--- config.mk ---
export PLATFORM = sky130hd
export DESIGN_NAME = rf_write_arbiter
export DESIGN_NICKNAME = d
export VERILOG_FILES = /design/src/rtl/rv32_pkg.sv /design/src/rtl/rr_picker.sv /design/src/rtl/rf_write_arbiter.sv
export SDC_FILE = /design/constraint.sdc
export NUM_CORES = 1
export LEC_CHECK = 0
export CELL_PAD_IN_SITES_DETAIL_PLACEMENT = 1
export CELL_PAD_IN_SITES_GLOBAL_PLACEMENT = 1
export CORE_MARGIN = 8
export CORE_UTILIZATION = 30
export CTS_BUF_LIST = sky130_fd_sc_hd__clkbuf_8 sky130_fd_sc_hd__clkbuf_16
export CTS_CLUSTER_DIAMETER = 50
export DETAILED_ROUTE_END_ITERATION = 8
export PLACE_DENSITY_LB_ADDON = 0.1
export SKIP_CTS_REPAIR_TIMING = 1
export SLEW_MARGIN = 20
export SYNTH_ARGS = -nofsm -noshare
export SYNTH_HDL_FRONTEND = slang
export SYNTH_SLANG_ARGS = --single-unit
--- constraint.sdc ---
create_clock -name clk -period 7.4 [get_ports clk]
set_input_delay 0.74 -clock clk [delete_from_list [all_inputs] [get_ports clk]]
set_output_delay 0.74 -clock clk [all_outputs]
set_load 0.01 [all_outputs]
--- src/rtl/rv32_pkg.sv ---
// rv32_pkg: shared RV32 register-file widths and constants
package rv32_pkg;
  localparam int XLEN = 32;
  localparam int REG_AW = 5;
  localparam logic [REG_AW-1:0] REG_ZERO = 5'd0;
endpackage

--- src/rtl/rr_picker.sv ---
// rr_picker: combinational round-robin selector starting the search at ptr
module rr_picker #(
  parameter int NREQ = 4,
  localparam int PW = $clog2(NREQ)
) (
  input  logic [NREQ-1:0] req,
  input  logic [PW-1:0]   ptr,
  output logic [NREQ-1:0] gnt,
  output logic [PW-1:0]   gnt_idx,
  output logic            any
);
  always_comb begin
    gnt = '0;
    gnt_idx = '0;
    any = 1'b0;
    // scan farthest-first so the nearest valid index in search order wins
    for (int k = NREQ - 1; k >= 0; k--) begin
      if (req[(int'(ptr) + k) % NREQ]) begin
        gnt = '0;
        gnt[(int'(ptr) + k) % NREQ] = 1'b1;
        gnt_idx = PW'((int'(ptr) + k) % NREQ);
        any = 1'b1;
      end
    end
  end
endmodule

--- src/rtl/rf_write_arbiter.sv ---
// rf_write_arbiter: round-robin sharing of the register-file write port with a registered strobe
module rf_write_arbiter
  import rv32_pkg::*;
#(
  parameter int NREQ = 4,
  parameter int XLEN = rv32_pkg::XLEN,
  parameter int AW = rv32_pkg::REG_AW,
  localparam int PW = $clog2(NREQ)
) (
  input  logic                 clk,
  input  logic                 reset_n,
  input  logic [NREQ-1:0]      req_valid,
  input  logic [NREQ*AW-1:0]   req_addr,
  input  logic [NREQ*XLEN-1:0] req_data,
  output logic [NREQ-1:0]      req_ready,
  input  logic                 stall,
  output logic                 rf_we,
  output logic [AW-1:0]        rf_waddr,
  output logic [XLEN-1:0]      rf_wdata,
  output logic [PW-1:0]        rr_ptr_o
);
  logic [NREQ-1:0] req_eff, gnt;
  logic [PW-1:0]   gnt_idx, ptr_q, ptr_d;
  logic            any, rf_we_q, rf_we_d;
  logic [AW-1:0]   gnt_addr, waddr_q, waddr_d;
  logic [XLEN-1:0] wdata_q, wdata_d;

  assign req_eff = stall ? '0 : req_valid;

  rr_picker #(.NREQ(NREQ)) u_pick (
    .req(req_eff),
    .ptr(ptr_q),
    .gnt(gnt),
    .gnt_idx(gnt_idx),
    .any(any)
  );

  assign req_ready = reset_n ? gnt : '0;

  always_comb begin
    gnt_addr = req_addr[gnt_idx*AW +: AW];
    // x0 writes are granted and consume a slot but never strobe the port
    rf_we_d = any && (gnt_addr != AW'(REG_ZERO));
    waddr_d = any ? gnt_addr : waddr_q;
    wdata_d = any ? req_data[gnt_idx*XLEN +: XLEN] : wdata_q;
    ptr_d = !any ? ptr_q : (gnt_idx == PW'(NREQ - 1)) ? '0 : gnt_idx + 1'b1;
  end

  always_ff @(posedge clk or negedge reset_n) begin
    if (!reset_n) begin
      rf_we_q <= 1'b0;
      waddr_q <= '0;
      wdata_q <= '0;
      ptr_q <= '0;
    end else begin
      rf_we_q <= rf_we_d;
      waddr_q <= waddr_d;
      wdata_q <= wdata_d;
      ptr_q <= ptr_d;
    end
  end

  assign rf_we = rf_we_q;
  assign rf_waddr = waddr_q;
  assign rf_wdata = wdata_q;
  assign rr_ptr_o = ptr_q;
endmodule

==> run metrics <==
minimum clock period=4.04 ns; wire length of the first global-routing pass=24,500 um; category of the critical setup timing path=flop to primary output; Total Nets Final=707; portion of synthesized cell area occupied by the leading cell type=27.7%; Post-Synthesis Cell Area=3610 sq um; number of global-route vias before repair=4,446; total length of routed wires=15,900 um; worst reg2reg path depth=6; TritonCTS Sinks=40; vias per cell=5.80; CTS H-tree lvls=2; number of antenna violations at the first check in global routing=1; total negative slack=0 ns; remaining number of nets flagged by the antenna check after routing=0; share of synthesized registers carrying an async set or reset=100%; DRC=0; crit share post-route=54.6%; Synth Register Bits=40; endpoint required time on the critical path=6.66 ns; largest net degree at the start of global routing=78; largest fanout of any net on the critical path=15; detailed-router iteration count before antenna repair=6; hold path depth=2; Tightest Pin Transition=1.09 ns; most frequently used cell type in the post-synthesis netlist=and3_1; routability-driven placement congestion ratio=0.813; worst slack after detailed placement=2.92 ns; cell area reported after detailed placement=5580 sq um; Layout Area Growth over Synthesis=58.9%; Clk pin slew, worst setup/hold paths=0.06 ns; final standard cell count with taps included and fillers excluded=697; number of buffers created by CTS=5; Max Cap Viol=0; root cell of the clock tree=clkbuf_16; Unique masters post-synth=43; most common flop cell mapped by yosys=dfrtp_1; CP Buf/Inv Count=2; area of the core region=11,900 sq um; share of synthesized area occupied by flip-flops and latches=27.7%; Hold/Removal Path Class=flop to flop; dominant delay contributor by cell family on the critical path=flip-flops; initial cell density of the core=30.5%; arrival time of the worst setup path=3.30 ns; share of cells above drive strength 1=10.8%; 1st-iter DRT viols=183; Largest stage delay, worst path=0.78 ns; final clock skew=0.00719 ns; vias after detailed routing=4,043; commonest cells in the synthesized netlist=and3_1, nand2_1, dfrtp_1; Synth area leaders=dfrtp_1, and3_1, a221oi_2; Setup WS post-layout=3.36 ns; EDFF count, synth=0; status=complete, no violations; Skew-Pair Late Insertion Delay=0.28 ns; standard-cell rows=40; Max rail drop VDD=0.169 mV; setup repair after global routing missed its margin=no; cell with the largest stage delay on the worst path=dfrtp_1; crit start category=flop; TritonCTS clock tree=done; FMAX=0.248 GHz; number of I/O port buffers=198; number of hold violations in the final report=0; Stages on worst setup path=8; instance count after placement with tap cells included=688; mean area per synthesized cell=9.24 sq um; floorplan die width=126 um; buffer depth of the longest clock path=2; post-detailed-placement half-perimeter wirelength=11,300 um; kind of capture point of the worst setup path=primary output; final-report setup violation count=0; tightest slew margin relative to the limit=27.2%; summed area of non-filler cells in the final layout=5740 sq um; Top-Level Pins=199; net count of the mapped netlist=550; Lkg Pwr=2.27 nW; area of the die=15,800 sq um; final core utilization=48.4%; routed length per instance=22.8 um; total track usage=19.1%; PwrDens=330 nW/um^2; YS warnings=0; number of max-slew violations in the final report=0; crit path cell chain=inv_1 -> ha_1 -> mux4_2 -> nand2_2 -> nand2_1 -> a221oi_1 -> nor2_1 -> clkdlybuf4s50_1; die height=126 um; Gate Count Post-Synth=391; residual overflow from global routing=0; library cell occupying the most area in the post-synthesis netlist=dfrtp_1
-- stage by stage --
stage | hold slack [ns] | power, mW
final | 0.475 | 1.89
after global routing | 0.506 | 2.03
after CTS | 0.480 | 1.91
after detailed placement | 0.466 | 1.67
after global placement | 0.461 | 1.63
after floorplan | 0.444 | 1.18
-- layout by cell type, fill, tap and decap left out, drive strengths merged, types with 4 or more instances in the layout --
cell / instances
mux2i: 5
o221ai: 5
clkbuf: 7
nor2: 11
and3: 74
buf: 6
clkdlybuf4s50: 197
nand2: 44
dfrtp: 40
a2111oi: 37
a221oi: 41
o31ai: 37
ha: 4
-- state kept, by name, indices dropped and copies added, names as in the netlist --
register / count
rf_we: 1
rr_ptr_o: 2
rf_wdata: 32
rf_waddr: 5
-- kinds of logic after synthesis --
logic type      share of synthesized area (%)
simple gates                             21.4
fa+ha+maj                                1.39
compound gates                           37.5
flops                                    27.7
buf+inv                                  8.52
xor+xnor                                0.242
mux                                      3.25
-- worst paths after layout --
kind                           endpoint  slack [ns]        start
hold reg to reg             rf_waddr[0]        0.47  rf_waddr[0]
setup reg to reg           rf_wdata[15]        3.56  rr_ptr_o[0]
min in group asynchronous  rf_wdata[20]        0.55      reset_n
setup / recovery           req_ready[3]        3.36  rr_ptr_o[0]
hold / removal              rf_waddr[0]        0.47  rf_waddr[0]
max in group asynchronous  rf_wdata[31]        6.42      reset_n
-- final cells by class --
| class | count | area, sq um |
|---|---|---|
| Inverter | 3 | 11.3 |
| Fill cell | 1357 | 6120 |
| Antenna cell | 2 | 5.00 |
| Clock buffer | 7 | 153 |
| Timing Repair Buffer | 203 | 2010 |
| Multi-Input combinational cell | 295 | 2370 |
| Sequential cell | 40 | 1000 |
| Tap cell | 147 | 184 |
-- where the power goes --
part	total (mW)	leakage (nW)	internal (mW)	switching [mW]
Clock	0.234	0.0760	0.142	0.0917
Sequential	0.411	0.486	0.327	0.0836
Combinational	1.25	1.71	0.585	0.663
Total	1.89	2.27	1.05	0.839
-- layer usage --
layer  GRT usage, %  part of all wire [%]
met5              0                     0
met3           6.08                   7.1
met2           34.1                    50
met1           21.3                    41
met4           5.45                   1.9
-- worst min-delay path: cells and delay by family (launching register included) --
family | cells | cell delay [ns]
flip-flops | 1 | 0.34
AND/OR/NAND/NOR | 1 | 0.05
AO/OA/AOI/OAI | 1 | 0.05
No activity file was read; power rests on OpenSTA's default activity.
